<file path="config.mk">
export PLATFORM = sky130hd
export DESIGN_NAME = pipe_hazard_ctrl
export DESIGN_NICKNAME = d
export VERILOG_FILES = /design/src/rtl/pipe_pkg.sv /design/src/rtl/md_busy_counter.sv /design/src/rtl/pipe_hazard_ctrl.sv
export SDC_FILE = /design/constraint.sdc
export NUM_CORES = 1
export LEC_CHECK = 0
export CORE_MARGIN = 1.5
export CORE_UTILIZATION = 35
export DETAILED_ROUTE_END_ITERATION = 8
export HOLD_SLACK_MARGIN = 0.08
export MAX_ROUTING_LAYER = met4
export PLACE_DENSITY = 0.77
export REMOVE_ABC_BUFFERS = 1
export SLEW_MARGIN = 20
export SYNTH_ARGS = -nofsm -noshare
export SYNTH_HDL_FRONTEND = slang
export SYNTH_SLANG_ARGS = --single-unit
</file>
<file path="constraint.sdc">
create_clock -name clk -period 3.2 [get_ports clk]
set_input_delay 0.96 -clock clk [delete_from_list [all_inputs] [get_ports clk]]
set_output_delay 0.96 -clock clk [all_outputs]
set_load 0.03 [all_outputs]
</file>
<file path="src/rtl/pipe_pkg.sv">
// Shared constants for the pipeline hazard controller: forwarding selects,
// I-cache miss FSM encoding, default mul/div latencies and a register-match helper.
package pipe_pkg;

  typedef logic [1:0] fwd_sel_t;

  localparam fwd_sel_t FWD_RF  = 2'b00;
  localparam fwd_sel_t FWD_WB  = 2'b01;
  localparam fwd_sel_t FWD_MEM = 2'b10;

  localparam logic [1:0] IC_IDLE   = 2'd0;
  localparam logic [1:0] IC_MISS   = 2'd1;
  localparam logic [1:0] IC_RESUME = 2'd2;

  localparam int DEF_MUL_LAT = 4;
  localparam int DEF_DIV_LAT = 32;
  localparam int DEF_CNT_W   = 6;

  // r0 is hardwired zero, so a match on it never creates a dependency
  function automatic logic reg_match(input logic [4:0] a, input logic [4:0] b);
    return (a != 5'd0) && (a == b);
  endfunction

endpackage

</file>
<file path="src/rtl/md_busy_counter.sv">
// Occupancy counter for the iterative mul/div unit. Loads latency-1 on a start
// seen while idle and counts down to zero; busy while non-zero. Never stalled.
module md_busy_counter
  import pipe_pkg::*;
#(
  parameter int MUL_LAT = DEF_MUL_LAT,
  parameter int DIV_LAT = DEF_DIV_LAT,
  parameter int CNT_W   = DEF_CNT_W
) (
  input  logic clk,
  input  logic rst_n,
  input  logic start,
  input  logic div,
  output logic busy
);

  localparam logic [CNT_W-1:0] MUL_LD = CNT_W'(MUL_LAT - 1);
  localparam logic [CNT_W-1:0] DIV_LD = CNT_W'(DIV_LAT - 1);

  logic [CNT_W-1:0] count;

  // load on an idle start, otherwise drain; a start while busy is dropped
  always_ff @(posedge clk or negedge rst_n) begin
    if (!rst_n)
      count <= '0;
    else if (count == '0) begin
      if (start) count <= div ? DIV_LD : MUL_LD;
    end else
      count <= count - 1'b1;
  end

  assign busy = (count != '0);

endmodule

</file>
<file path="src/rtl/pipe_hazard_ctrl.sv">
// Hazard controller for the 5-stage MIPS pipeline: forwarding selects, load-use,
// branch-operand and mul/div stalls, and the I-cache refill handshake FSM.
module pipe_hazard_ctrl
  import pipe_pkg::*;
#(
  parameter int MUL_LAT = DEF_MUL_LAT,
  parameter int DIV_LAT = DEF_DIV_LAT,
  parameter int CNT_W   = DEF_CNT_W
) (
  input  logic       clk,
  input  logic       rst_n,
  input  logic [4:0] rsD,
  input  logic [4:0] rtD,
  input  logic [4:0] rsE,
  input  logic [4:0] rtE,
  input  logic [4:0] writeregE,
  input  logic [4:0] writeregM,
  input  logic [4:0] writeregW,
  input  logic       regwriteE,
  input  logic       regwriteM,
  input  logic       regwriteW,
  input  logic       memtoregE,
  input  logic       memtoregM,
  input  logic       branchD,
  input  logic       pcsrcD,
  input  logic       mdreadD,
  input  logic       mdstartD,
  input  logic       mdstartE,
  input  logic       mddivE,
  input  logic       imissF,
  input  logic       irdyF,
  output logic       stallF,
  output logic       stallD,
  output logic       flushD,
  output logic       flushE,
  output logic       forwardAD,
  output logic       forwardBD,
  output logic [1:0] forwardAE,
  output logic [1:0] forwardBE,
  output logic       icache_abort,
  output logic       mdbusy
);

  logic [1:0] state, state_nxt;
  logic       lwstall, brstall, mdstall, imiss;

  // EX-stage ALU bypass; MEM result is younger so it wins over WB
  always_comb begin
    forwardAE = FWD_RF;
    if (regwriteM && reg_match(rsE, writeregM))      forwardAE = FWD_MEM;
    else if (regwriteW && reg_match(rsE, writeregW)) forwardAE = FWD_WB;
    forwardBE = FWD_RF;
    if (regwriteM && reg_match(rtE, writeregM))      forwardBE = FWD_MEM;
    else if (regwriteW && reg_match(rtE, writeregW)) forwardBE = FWD_WB;
  end

  // ID-stage branch comparator bypass (only MEM is close enough to help)
  assign forwardAD = regwriteM && reg_match(rsD, writeregM);
  assign forwardBD = regwriteM && reg_match(rtD, writeregM);

  // load-use: value not available until the load leaves MEM
  assign lwstall = memtoregE && (reg_match(rsD, rtE) || reg_match(rtD, rtE));

  // branch compares in ID, so an ALU result in EX or a load in MEM is too late
  assign brstall = branchD &&
                   ((regwriteE && (reg_match(rsD, writeregE) || reg_match(rtD, writeregE))) ||
                    (memtoregM && (reg_match(rsD, writeregM) || reg_match(rtD, writeregM))));

  md_busy_counter #(
    .MUL_LAT(MUL_LAT),
    .DIV_LAT(DIV_LAT),
    .CNT_W  (CNT_W)
  ) u_md (
    .clk  (clk),
    .rst_n(rst_n),
    .start(mdstartE),
    .div  (mddivE),
    .busy (mdbusy)
  );

  // HI/LO readers and new mul/div ops wait for the unit to drain
  assign mdstall = mdbusy && (mdreadD || mdstartD);

  // I-cache refill FSM state register
  always_ff @(posedge clk or negedge rst_n) begin
    if (!rst_n) state <= IC_IDLE;
    else        state <= state_nxt;
  end

  // redirect during a miss abandons the refill; irdyF outside MISS is ignored
  always_comb begin
    state_nxt    = state;
    icache_abort = 1'b0;
    case (state)
      IC_IDLE:   if (imissF && !pcsrcD) state_nxt = IC_MISS;
      IC_MISS: begin
        if (pcsrcD) begin
          state_nxt    = IC_IDLE;
          icache_abort = 1'b1;
        end else if (irdyF)
          state_nxt = IC_RESUME;
      end
      IC_RESUME: state_nxt = IC_IDLE;
      default:   state_nxt = IC_IDLE;
    endcase
  end

  assign imiss = (state == IC_MISS) || ((state == IC_IDLE) && imissF);

  // a held ID stage inserts a bubble into EX; a redirect is only trusted when
  // ID is not stalled, since its operands may be stale
  always_comb begin
    stallD = lwstall || brstall || mdstall;
    stallF = stallD || imiss;
    flushE = stallD;
    flushD = !stallD && (pcsrcD || imiss);
  end

endmodule

</file>
# Word-level counts from Yosys, hierarchy flattened
# Index checks and enable logic that the tools add are counted.
[totals] register_bits=8 inputBits=50 out_inout_bits=12 wordCells=74
[op_classes] n_addsub=1 n_eq_ne=14 mux=13 reduce_logical=44
[op_table] op="5-bit equality test" n=10
[op_table] op="1-bit logical AND" n=24
[op_table] op="5-bit nonzero test" n=4
[op_table] op="6-bit two-way mux" n=2
[op_table] op="1-bit logical OR" n=10
[op_table] op="2-bit two-way mux" n=5
[op_table] op="6-bit zero test" n=1
[op_table] op="6-bit nonzero test" n=1
[op_table] op="6-bit by 1-bit subtractor with 6-bit output, second input constant" n=1
[op_table] op="5-bit two-way mux" n=1
[op_table] op="1-bit two-way mux" n=4
[op_table] op="2-bit inequality test, second input constant" n=2
[op_table] op="2-bit case mux with 2 select lines" n=1
[op_table] op="3-bit inequality test, second input constant" n=1
[op_table] op="2-bit by 1-bit equality test with 1-bit output, second input constant" n=1
[op_table] op="1-bit zero test" n=2
[op_table] op="2-bit zero test" n=1
[op_table] op="2-bit AND reduction" n=1

# Logic depth before layout (Yosys ltp)
[depth] depth_word=10 mapped_depth=9 ltp_nobuf=7

# Cells and area by module
# Synthesis repeated with hierarchy kept, for this count alone.
[hier_totals] hier_cells=138 area_unflattened_um2=1106.1
[by_module_without_submodules] module="pipe_hazard_ctrl" n_inst=1 cells_each=109 area_per_inst_um2=794.5 seq_area_each_um2=50.0
[by_module_without_submodules] module="md_busy_counter" n_inst=1 cells_each=29 area_per_inst_um2=311.5 seq_area_each_um2=150.1

# Least setup slack after synthesis
# Ideal clock, no wire load.
[synth_path] path_type="input port to output port" from="in rtE[1]" to="out forwardBE[0]" t_arrival_ns=2.954 t_required_ns=2.240 setup_slack_ns=-0.714 stages=5 n_path_buf=1 path_cell_list="clkbuf_1 or4_1 nor2_1 nor4_1 nor4_1"
[synth_between] elab_chain_cells=5 word_cells_on_any_way=9 classes_between="2 x eq/ne; 2 x mux; 5 x reduce/logical"
[synth_lines] element="start, declared" line="pipe_hazard_ctrl.sv:15" source="input logic [4:0] rtE,"
[synth_lines] element="5-bit equality test / 5-bit nonzero test (equally long branches)" line="pipe_pkg.sv:21" source="return (a != 5'd0) && (a == b);"
[synth_lines] element="1-bit logical AND" line="pipe_pkg.sv:21"
[synth_lines] element="1-bit logical AND" line="pipe_hazard_ctrl.sv:54" source="else if (regwriteW && reg_match(rtE, writeregW)) forwardBE = FWD_WB;"
[synth_lines] element="1-bit two-way mux" line="pipe_hazard_ctrl.sv:54"
[synth_lines] element="2-bit two-way mux (*)" line="pipe_hazard_ctrl.sv:53" source="if (regwriteM && reg_match(rtE, writeregM)) forwardBE = FWD_MEM;"
[synth_lines] element="end, declared" line="pipe_hazard_ctrl.sv:39" source="output logic [1:0] forwardBE,"
# Every way passes the cells marked *; elsewhere a longest branch is shown, timed or not.

# Final worst setup path
[layout_path] from="in rsD[1]" to="out stallF"
[layout_between] elab_chain_cells=9 word_cells_on_any_way=18 classes_between="3 x eq/ne; 15 x reduce/logical"
[layout_lines] element="start, declared" line="pipe_hazard_ctrl.sv:12" source="input logic [4:0] rsD,"
[layout_lines] element="5-bit equality test / 5-bit nonzero test (equally long branches)" line="pipe_pkg.sv:21"
[layout_lines] element="1-bit logical AND" line="pipe_pkg.sv:21"
[layout_lines] element="1-bit logical OR (on tied branches)" line="pipe_hazard_ctrl.sv:66, pipe_hazard_ctrl.sv:67"
[layout_lines] element="1-bit logical AND (on tied branches)" line="pipe_hazard_ctrl.sv:66, pipe_hazard_ctrl.sv:67"
[layout_lines] element="1-bit logical OR" line="pipe_hazard_ctrl.sv:66" source="((regwriteE && (reg_match(rsD, writeregE) || reg_match(rtD, writeregE))) ||"
[layout_lines] element="1-bit logical AND" line="pipe_hazard_ctrl.sv:65" source="assign brstall = branchD &&"
[layout_lines] element="1-bit logical OR (*) (2 in a row)" line="pipe_hazard_ctrl.sv:113" source="stallD = lwstall || brstall || mdstall;"
[layout_lines] element="1-bit logical OR (*)" line="pipe_hazard_ctrl.sv:114" source="stallF = stallD || imiss;"
[layout_lines] element="end, declared" line="pipe_hazard_ctrl.sv:32" source="output logic stallF,"
# Marks and branches as above.

==> qor.txt <==
Number of flops mapped to enable cells by yosys -> 0
Class of the tightest hold or removal check -> register to register
Clock latency reported for the late side of the worst-skew pair -> 0.26 ns
# DRC -> 0
CP arrival -> 2.62 ns
Unrepaired setup endpoints after global routing -> yes
Required arrival time at the worst endpoint -> 2.24 ns
Count of vias placed by the detailed router -> 1451
Die area -> 3480 sq um
Initial standard-cell utilization of the core -> 36.5%
Library cells used by synthesis -> 29
Async set or reset register ratio after synthesis -> 100%
Count of fill cells added during filler insertion -> 203
Crit path kind -> input pin to output port
Clock Tree Buf Depth -> 2
Fin Setup TNS -> -1.59 ns
Worst setup SP type -> input pin
Clock slew at the register clock pins of the worst setup and hold paths -> 0.05 ns
Weighted congestion at the end of routability-driven global placement -> 0.908
Power density over cell area -> 308 nW/um^2
Antenna violations before repair -> 0
IR drop worst, VDD -> 0.000113 V
Slew margin rel. -> 75.6%
Leakage power of the design -> 0.937 nW
NumNets Final -> 291
Average size of a mapped cell -> 7.89 sq um
Global-route wire length before repair -> 6570 um
DPL Wire Length -> 3040 um
Fraction of the yosys area taken by sequential cells -> 18.2%
Number of global-route vias before repair -> 1478
Overflow left after global routing -> 0
Clock Root Buffer -> sky130_fd_sc_hd__clkbuf_4
Setup violators final -> 9
Number of endpoints with negative hold slack in the final report -> 0
Remaining antenna violation count -> 0
Cell area after synthesis -> 1100 sq um
Quantity of I/O buffers inserted on ports -> 61
Number of sinks handled by clock tree synthesis -> 8
Vias per inst -> 5.35
Period utilization -> 112%
Yosys warning count -> 0
Final-report max-slew violation count -> 0
Count of pins on the block boundary -> 62
Maximum number of pins on one net before global-route repair -> 9
Critical Path Sink Type -> output port
Standard-cell rows -> 20
Initial DRC Count -> 45
Area grow syn2layout -> 101%
Synthesized instance count -> 139
Total power -> 0.000679 W
Die span in y -> 59.0 um
Std-Cell Core Area -> 3000 sq um
Die X -> 59.0 um
WL per Instance -> 16.7 um
Min Tclk post-route -> 3.58 ns
Maximum fanout along the worst path -> 3
Status -> finished with violations
Max Cap Violations -> 0
Detailed Route WL -> 4540 um
CTS Buf Count -> 3
Fmax -> 279 MHz
Flops & latches, synth -> 8
Minimum setup slack in the final design -> -0.382 ns
Largest clock skew in the final design -> 0.00557 ns
Tightest Pin Transition -> 0.364 ns
Most instantiated flip-flop cell in the synthesis netlist -> sky130_fd_sc_hd__dfrtp_1
Violated checks -> setup timing
Pre-antenna DRT Iters -> 4
Total GRT Usage -> 25.7%
TritonCTS clock tree -> yes
Share of post-route cells with drive strength above 1 -> 45.0%
H-tree levels -> 1
Antenna fix cells -> 0
==> cells in the mapped netlist (2+ instances only) <==
| cell type | instances | share of area, % |
|---|---|---|
| sky130_fd_sc_hd__nand2_1 | 6 | 2.1 |
| sky130_fd_sc_hd__o21ai_0 | 2 | 0.91 |
| sky130_fd_sc_hd__nor2_2 | 2 | 1.1 |
| sky130_fd_sc_hd__and2_1 | 3 | 1.7 |
| sky130_fd_sc_hd__inv_1 | 2 | 0.68 |
| sky130_fd_sc_hd__nor2_1 | 8 | 2.7 |
| sky130_fd_sc_hd__nand3_1 | 6 | 2.7 |
| sky130_fd_sc_hd__clkbuf_1 | 8 | 2.7 |
| sky130_fd_sc_hd__nor4_1 | 10 | 5.7 |
| sky130_fd_sc_hd__nand4_1 | 4 | 2.3 |
| sky130_fd_sc_hd__nor3_1 | 5 | 2.3 |
| sky130_fd_sc_hd__or3_1 | 3 | 1.7 |
| sky130_fd_sc_hd__mux2i_1 | 2 | 1.8 |
| sky130_fd_sc_hd__a21oi_1 | 3 | 1.4 |
| sky130_fd_sc_hd__xnor2_1 | 34 | 27 |
| sky130_fd_sc_hd__or4_1 | 4 | 2.7 |
| sky130_fd_sc_hd__dfrtp_1 | 8 | 18 |
| sky130_fd_sc_hd__o21ai_1 | 3 | 1.4 |
| sky130_fd_sc_hd__xor2_1 | 16 | 13 |
==> power breakdown <==
part / switching [W] / leakage [nW] / internal (W)
Clock: 0.0000381 / 0.0138 / 0.0000432
Sequential: 0.0000281 / 0.0983 / 0.000143
Combinational: 0.000198 / 0.825 / 0.000229
Total: 0.000264 / 0.937 / 0.000415
==> final cells by class <==
type	count	area (sq um)	share of cell area [%]
clock buffers	3	22.5	1.02
inverters	2	7.51	0.340
multi-input cells	120	1010	46.0
flip-flops and latches	8	200	9.08
well taps	33	41.3	1.87
repair buffers	105	920	41.7
==> repair_timing <==
item                                    4_1_cts  5_1_grt
gates cloned                                  0        0
gates resized for setup                     140       22
buffers inserted                              8        2
hold buffers                                  0        0
endpoints found under the setup margin       10       10
pin swaps                                    23       17
==> worst max-delay path, stage by stage <==
cell                       delay [ns]
sky130_fd_sc_hd__buf_2           0.11
sky130_fd_sc_hd__or4_4           0.52
sky130_fd_sc_hd__nor2_4          0.14
sky130_fd_sc_hd__nor4_2          0.07
sky130_fd_sc_hd__o21ai_1         0.19
sky130_fd_sc_hd__a21boi_2        0.10
sky130_fd_sc_hd__or3_4           0.38
sky130_fd_sc_hd__buf_6           0.15
==> cells by family (layout without fill, tap and decap cells) <==
group	count (synthesis)	count (layout)	synth area share, %
xor+xnor	50	50	39.9
fa+ha+maj	1	1	1.14
simple gates	55	55	27.9
flops	8	8	18.2
mux	3	3	2.85
buf+inv	11	110	4.11
compound gates	11	11	5.82
==> layer usage <==
metal | track usage, % | vias to the layer above | routed length (um)
li1 | - | 681 | -
met4 | 15.9 | 0 | 171
met2 | 44.6 | 78 | 2350
met5 | - | - | 0
met3 | 2.40 | 14 | 256
met1 | 28.0 | 678 | 1760
==> final timing paths <==
path	start	cells past startpoint	slack, ns	to
setup / recovery	rsD[1]	8	-0.38	stallF
hold reg to reg	state[1]$_DFFE_PN0P_	1	0.49	state[0]$_DFFE_PN0P_
min in group asynchronous	rst_n	1	0.97	u_md.count[3]$_DFFE_PN0P_
setup reg to reg	u_md.count[1]$_DFFE_PN0P_	8	1.55	u_md.count[3]$_DFFE_PN0P_
max in group asynchronous	rst_n	1	1.96	state[1]$_DFFE_PN0P_
hold / removal	state[1]$_DFFE_PN0P_	1	0.49	state[0]$_DFFE_PN0P_
==> cells in the final DEF, fill, tap and decap left out, drive strengths merged <==
| master | n |
|---|---|
| and3b | 1 |
| mux2 | 1 |
| nor4 | 10 |
| nor3 | 5 |
| inv | 2 |
| a21oi | 3 |
| or4 | 4 |
| dlygate4sd2 | 7 |
| ha | 1 |
| clkdlybuf4s50 | 21 |
| nor3b | 1 |
| clkdlybuf4s15 | 2 |
| nand4 | 4 |
| a211o | 1 |
| mux2i | 2 |
| a21boi | 1 |
| dfrtp | 8 |
| xnor2 | 34 |
| nor4b | 1 |
| nand2 | 6 |
| xor2 | 16 |
| nor2 | 10 |
| or2 | 1 |
| buf | 72 |
| o21ai | 5 |
| nand3 | 6 |
| clkbuf | 6 |
| or3 | 3 |
| and2 | 3 |
| a21o | 1 |
==> state kept, by name, summed over array words and instances (netlist names) <==
| register | cells |
|---|---|
| u_md.count | 6 |
| state | 2 |
==> through the flow <==
| step | worst slack [ns] | hold slack (ns) | util, % | instances | instance area [sq um] |
|---|---|---|---|---|---|
| 4_1_cts | -0.359 | 0.483 | 71.5 | 269 | 2150 |
| 5_1_grt | -0.430 | 0.505 | 73.5 | 271 | 2210 |
| 3_5_place_dp | -1.12 | 0.477 | 65.5 | 259 | 1970 |
| 3_3_place_gp | -1.05 | 0.461 | 65.5 | 259 | 1970 |
| 2_1_floorplan | -0.550 | 0.447 | - | 130 | 1060 |
| 6_report | -0.382 | 0.490 | 73.5 | 271 | 2210 |
Power figures use the tool's default switching activity.
